### src/rtl/ps2_frame_receiver.sv
`default_nettype none
// ============================================================================
// Module   : ps2_frame_receiver
// Purpose  : PS/2 device-to-host frame receiver. Synchronizes the raw PS/2
//            clock and data pins, detects PS/2 clock falling edges, shifts in
//            the 11-bit frame (start, 8 data bits LSB-first, odd parity,
//            stop), validates it and presents the scan code with a one-cycle
//            strobe, or flags a parity or framing/timeout error.
// Ports    : clk        - system clock, rising edge
//            reset      - asynchronous active-low reset
//            ps2_clk    - raw PS/2 clock pin (asynchronous)
//            ps2_data   - raw PS/2 data pin (asynchronous)
//            data       - last valid scan code (held until next valid frame)
//            valid      - one-cycle strobe, data is new
//            parity_err - one-cycle strobe, frame had bad parity
//            frame_err  - one-cycle strobe, bad stop bit or inter-edge timeout
//            busy       - high while a frame is in progress
// Revision : 1.0 - initial release
// ============================================================================
module ps2_frame_receiver #(
  parameter int TIMEOUT    = 5000,
  parameter int FRAME_BITS = 11
) (
  input  logic       clk,
  input  logic       reset,
  input  logic       ps2_clk,
  input  logic       ps2_data,
  output logic [7:0] data,
  output logic       valid,
  output logic       parity_err,
  output logic       frame_err,
  output logic       busy
);

  localparam int             TW        = (TIMEOUT > 1) ? $clog2(TIMEOUT) : 1;
  localparam logic [TW-1:0]  TO_LAST   = TW'(TIMEOUT - 1);
  localparam logic [3:0]     BITS_LAST = 4'(FRAME_BITS);

  typedef enum logic [1:0] {
    IDLE    = 2'd0,
    RECEIVE = 2'd1,
    CHECK   = 2'd2
  } state_t;

  state_t          state, state_next;
  logic [10:0]     sr, sr_next;
  logic [3:0]      bit_cnt, bit_cnt_next;
  logic [TW-1:0]   to_cnt, to_cnt_next;
  logic [7:0]      data_next;
  logic            valid_next, parity_err_next, frame_err_next;

  // Synchronizers; the clock path has a third stage for edge detection.
  logic clk_s1, clk_s2, clk_s3;
  logic dat_s1, dat_s2;
  logic fall;
  logic bit_in;

  // Flops reset high so an idle bus does not look like a falling edge.
  always_ff @(posedge clk or negedge reset) begin
    if (!reset) begin
      clk_s1 <= 1'b1;
      clk_s2 <= 1'b1;
      clk_s3 <= 1'b1;
      dat_s1 <= 1'b1;
      dat_s2 <= 1'b1;
    end else begin
      clk_s1 <= ps2_clk;
      clk_s2 <= clk_s1;
      clk_s3 <= clk_s2;
      dat_s1 <= ps2_data;
      dat_s2 <= dat_s1;
    end
  end

  assign fall   = clk_s3 & ~clk_s2;
  assign bit_in = dat_s2;

  always_ff @(posedge clk or negedge reset) begin
    if (!reset) begin
      state      <= IDLE;
      sr         <= '0;
      bit_cnt    <= '0;
      to_cnt     <= '0;
      data       <= 8'h00;
      valid      <= 1'b0;
      parity_err <= 1'b0;
      frame_err  <= 1'b0;
      busy       <= 1'b0;
    end else begin
      state      <= state_next;
      sr         <= sr_next;
      bit_cnt    <= bit_cnt_next;
      to_cnt     <= to_cnt_next;
      data       <= data_next;
      valid      <= valid_next;
      parity_err <= parity_err_next;
      frame_err  <= frame_err_next;
      busy       <= (state_next != IDLE);
    end
  end

  always_comb begin
    state_next      = state;
    sr_next         = sr;
    bit_cnt_next    = bit_cnt;
    to_cnt_next     = to_cnt;
    data_next       = data;
    valid_next      = 1'b0;
    parity_err_next = 1'b0;
    frame_err_next  = 1'b0;

    case (state)
      IDLE: begin
        // A falling edge with data high is a glitch/false start: ignore it.
        if (fall && !bit_in) begin
          sr_next      = {bit_in, sr[10:1]};
          bit_cnt_next = 4'd1;
          to_cnt_next  = '0;
          state_next   = RECEIVE;
        end
      end

      RECEIVE: begin
        // An edge arriving in the timeout cycle still counts as progress.
        if (fall) begin
          sr_next      = {bit_in, sr[10:1]};
          bit_cnt_next = bit_cnt + 4'd1;
          to_cnt_next  = '0;
          if ((bit_cnt + 4'd1) == BITS_LAST) begin
            state_next = CHECK;
          end
        end else if (to_cnt == TO_LAST) begin
          frame_err_next = 1'b1;
          bit_cnt_next   = '0;
          to_cnt_next    = '0;
          state_next     = IDLE;
        end else begin
          to_cnt_next = to_cnt + 1'b1;
        end
      end

      CHECK: begin
        bit_cnt_next = '0;
        state_next   = IDLE;
        // A bad stop bit outranks a parity error; errors leave data intact.
        if (!sr[10]) begin
          frame_err_next = 1'b1;
        end else if (^sr[9:1]) begin
          data_next  = sr[8:1];
          valid_next = 1'b1;
        end else begin
          parity_err_next = 1'b1;
        end
      end

      default: begin
        bit_cnt_next = '0;
        to_cnt_next  = '0;
        state_next   = IDLE;
      end
    endcase
  end

endmodule
`default_nettype wire

### config.mk
export PLATFORM = sky130hd
export DESIGN_NAME = ps2_frame_receiver
export DESIGN_NICKNAME = d
export VERILOG_FILES = /design/src/rtl/ps2_frame_receiver.sv
export SDC_FILE = /design/constraint.sdc
export NUM_CORES = 1
export LEC_CHECK = 0
export ABC_CLOCK_PERIOD_IN_PS = 4200
export BUFFER_PORTS_ARGS = -buffer_cell sky130_fd_sc_hd__buf_2
export CAP_MARGIN = 25
export CORE_UTILIZATION = 40
export CTS_CLUSTER_DIAMETER = 100
export DETAILED_ROUTE_END_ITERATION = 10
export PLACE_DENSITY = 0.54
export SLEW_MARGIN = 10
export SYNTH_ARGS = -nofsm -noshare
export SYNTH_HDL_FRONTEND = slang
export SYNTH_SLANG_ARGS = --single-unit
### constraint.sdc
create_clock -name clk -period 4.2 [get_ports clk]
set_input_delay 0.42 -clock clk [delete_from_list [all_inputs] [get_ports clk]]
set_output_delay 0.42 -clock clk [all_outputs]
set_load 0.05 [all_outputs]
## After elaboration in Yosys (flattened, before gate mapping)

Index checks and enable logic that the tools add are counted.

- Add/sub/neg operators: 2
- Equal/unequal tests: 7
- Muxes and demuxes: 26
- Bitwise operators: 3
- Reductions and logical operators: 10

Operators by type and width:

| kind | count |
|---|---|
| 13-bit two-way mux | 3 |
| 13-bit one-hot mux with 3 select lines | 1 |
| 11-bit two-way mux | 2 |
| 11-bit one-hot mux with 2 select lines | 1 |
| 13-bit by 1-bit adder with 13-bit output, second input constant | 1 |
| 13-bit == test, second input constant | 1 |
| 4-bit two-way mux | 3 |
| 1-bit two-way mux | 9 |
| 9-bit XOR reduction | 1 |
| 2-bit two-way mux | 4 |
| 4-bit one-hot mux with 2 select lines | 1 |
| 3-bit AND reduction | 2 |
| 4-bit by 1-bit adder with 4-bit output, second input constant | 1 |
| 4-bit == test, second input constant | 1 |
| 2-bit != test, second input constant | 2 |
| 2-bit one-hot mux with 2 select lines | 1 |
| 2-bit AND reduction | 2 |
| 2-bit nonzero test | 2 |
| 3-bit != test, second input constant | 1 |
| 2-bit by 1-bit == test with 1-bit output, second input constant | 1 |
| 2-bit == test, second input constant | 1 |
| 2-bit logical NOT | 1 |
| 1-bit inverter | 2 |
| 1-bit one-hot mux with 2 select lines | 1 |
| other kinds (3) | 3 |

- Flip-flop bits (word level): 47
- Input bits: 4
- Word-level logic and storage cells: 62

## Depth between registers and ports, before layout

- Depth after elaboration: 6
- Mapped depth: 7
- Mapped depth without buffers: 7

## Worst setup path after synthesis

OpenSTA, ideal clock, no wires.

- Path kind: register to register
- Start point: reg clk_s3
- End point: reg to_cnt[11]
- Library setup time: 78 ps
- Arrival: 1932 ps
- Data required time: 4122 ps
- Path slack: 2191 ps
- Cell stages (with the launch flop): 6
- Path buffers: 0
- Cells stage by stage: dfstp_2 or3b_4 a2111oi_4 nand4_2 or3_1 a21oi_1

- Word-level cells in the longest chain between the ends: 4
- Elaborated cells between the ends (all ways): 6
- Those cells by class: eq/ne (1); mux (2); bitwise (1); reduce/logical (2)

Ends and longest elaborated chain:

| item | line | text |
|---|---|---|
| start: declaration | 53 | `logic clk_s1, clk_s2, clk_s3;` |
| start signal: assignment | 69 | `clk_s3 <= clk_s2;` |
| 1-bit bitwise AND (*) | 75 | `assign fall = clk_s3 & ~clk_s2;` |
| 1-bit logical AND | 115 | `if (fall && !bit_in) begin` |
| 2-bit != test (no line) | - |  |
| 2-bit AND reduction (no line) | - |  |
| end signal: assignment | 93 | `to_cnt <= to_cnt_next;` |
| end: declaration | 48 | `logic [TW-1:0] to_cnt, to_cnt_next;` |

Every way passes the cells marked *; elsewhere a longest branch is shown, timed or not.
A chain may end at the register's enable or synchronous reset.

## Worst setup path after layout

Same ends and word-level chain as after synthesis.

==> flow_summary.yaml <==
sta:
  rsz0062_at_grt: "no"
  relSlewSlack: 0.620
  holdWs_ns: 0.0727
  worstMarginPinSlew_ns: 0.568
  clock_skew_ns: 0.00779
  hold_violations: 0
  setup_viol: 0
  fmax_mhz: 463
  slew_viol_final: 0
  fin_tns_setup_ns: 0
  fin_crit_ns: 2.16
  fin_crit_sh: 0.514
floorplanning:
  rows: 26
  num_io_pins: 16
  start_util: 0.418
  dieArea_mm2: 0.00567
  die_w_um: 75.3
  fp.dieH_um: 75.3
  fp.coreArea_mm2: 0.00514
grt:
  grt_pass1_wl_um: 6670
  grtUsageTotal: 0.160
  grt_overflow: 0
  grt_pass1_vias: 1482
  grt_max_degree: 47
  antenna_found_initial: 0
finish:
  n_antenna_cell: 0
  instances_no_fill: 282
  layout.nets: 221
  num-fill-cells: 505
  final_common_cell: "dfrtp_1"
  areaGrowthSynthToFinish_pct: 12.3
  drive_above_1_share: 0.250
  final_cell_mix: "dfrtp_1 (41), nand2_1 (21), mux2_2 (17)"
setup_path:
  rrSetupSlack_ns: 2.04
  r2r_end: "to_cnt[11]"
  cp_top_family: "simple AND/OR/NAND/NOR gates"
  arrival_ns: 2.38
  slowest_stage: "dfstp_2"
  start_kind: "flop"
  critical-path-max-stage-delay_ns: 0.54
  cp_num_cells: 5
  rr_worst_depth: 5
  crit_path_end_kind: "flop"
  crit_path_max_fanout: 4
  path_cells: "or3b_4 > a2111oi_4 > nand4_2 > or3_1 > a21oi_1"
  critPathKind: "reg -> reg"
  worst-path-buf-inv: 0
  required_ns: 4.42
  r2r_start: "clk_s3"
detailed_routing:
  postRouteAntennaNets: 0
  routedWlPerCell_um: 14.2
  drc: 0
  vias: 1471
  first_pass_iters: 4
  wl_um: 4000
  dr.first_iter.drc_count: 73
  vias_per_cell: 5.22
logic_synthesis:
  synthCells: 189
  synth_warnings: 0
  avgSynthCellArea_um2: 11.4
  synth-edff-count: 0
  syn_nets: 199
  synth_area_mm2: 0.00215
  ys_ff_latch: 46
  ys.flop_type: "dfrtp_1"
  async_flop_share: 1.00
  synth.distinct_cells: 40
  yosysSeqAreaShare: 0.539
placed_design:
  dpl.cell_count: 273
  place_congestion: 0.859
  port_buffers: 15
  hpwl_um: 2760
clocking:
  worst_skew_pair.late_latency_ns: 0.30
  cts_tree: "done"
  cts_hold_buffers: 0
  clock_sinks: 46
  clock-root-buffer: "clkbuf_8"
  ctsResizeCount: 0
  clockBufferDepth: 2
  cts_setup_buffers: 0
  path_clk_slew_ns: 0.09
  htree_levels: 2
  cts-buffers-inserted: 5
flow_run:
  cap_viol_max_count: 0
min_path:
  hold_path_class: "in -> async"
pwr:
  power.density_mw_per_mm2: 537
  p_leak_nw: 1.11
  finalPower_mw: 1.30
  ir_drop_v: 0.000199
outcome:
  status: "completed"
report_power, final:
group	switching [mW]	total (mW)	internal, mW	leakage [nW]
Combinational	0.231	0.434	0.203	0.469
Clock	0.153	0.271	0.118	0.0452
Sequential	0.0767	0.591	0.514	0.594
metal layers:
metal / share of wire / global-route usage
met2: 0.46 / 0.255
met4: 0.020 / 0.0741
met1: 0.48 / 0.200
met5: 0 / 0
met3: 0.037 / 0.0495
kinds of logic (layout without fill, tap and decap cells):
group	after synthesis	count (layout)	synth area share
adders and majority gates	6	6	0.0349
buffers and inverters	7	30	0.0122
DFF	46	46	0.539
AOI/OAI and AO/OA	33	33	0.104
muxes	17	17	0.0891
and+or+nand+nor	66	66	0.158
xor gates and xnor gates	14	14	0.0635
worst max-delay path by stage:
stage | from | end | slack, ns
final | clk_s3 | to_cnt[11] | 2.04
after global routing | state[1] | sr[2] | 1.87
after CTS | clk_s3 | to_cnt[11] | 2.03
after detailed placement | clk_s3 | to_cnt[11] | 2.06
after global placement | clk_s3 | to_cnt[11] | 2.07
after floorplan | clk_s3 | to_cnt[11] | 2.19
registers in the layout (all words and copies together) (netlist names), 2 cells and up:
name and cells:
data 8, bit_cnt 4, state 2, to_cnt 13, sr 10
layout make-up:
class | count | area (um^2) | share of cell area
inverters | 6 | 22.5 | 0.00933
repair buffers | 16 | 95.1 | 0.0394
clock buffers | 6 | 72.6 | 0.0301
well taps | 70 | 87.6 | 0.0363
multi-input cells | 136 | 965 | 0.400
flip-flops and latches | 46 | 1160 | 0.480
clock inverters | 2 | 13.8 | 0.00570
per-stage QoR:
step	cell area, um^2	utilization	worst slack, ns
after CTS	2390	0.466	2.03
after detailed placement	2310	0.449	2.06
after global placement	2310	0.449	2.07
after global routing	2410	0.470	1.87
after floorplan	2150	-	2.19
final	2410	0.470	2.04
synth_stat cells (5+ instances only):
library cell	n	area share
ha_1	6	0.035
a21oi_1	6	0.014
xnor2_1	5	0.020
nand3_1	8	0.019
dfrtp_1	41	0.48
dfstp_2	5	0.061
nor2_1	16	0.028
mux2_2	17	0.089
inv_1	6	0.010
xor2_1	8	0.033
o21ai_0	15	0.035
nand2_1	21	0.037
Power figures use the tool's default switching activity.
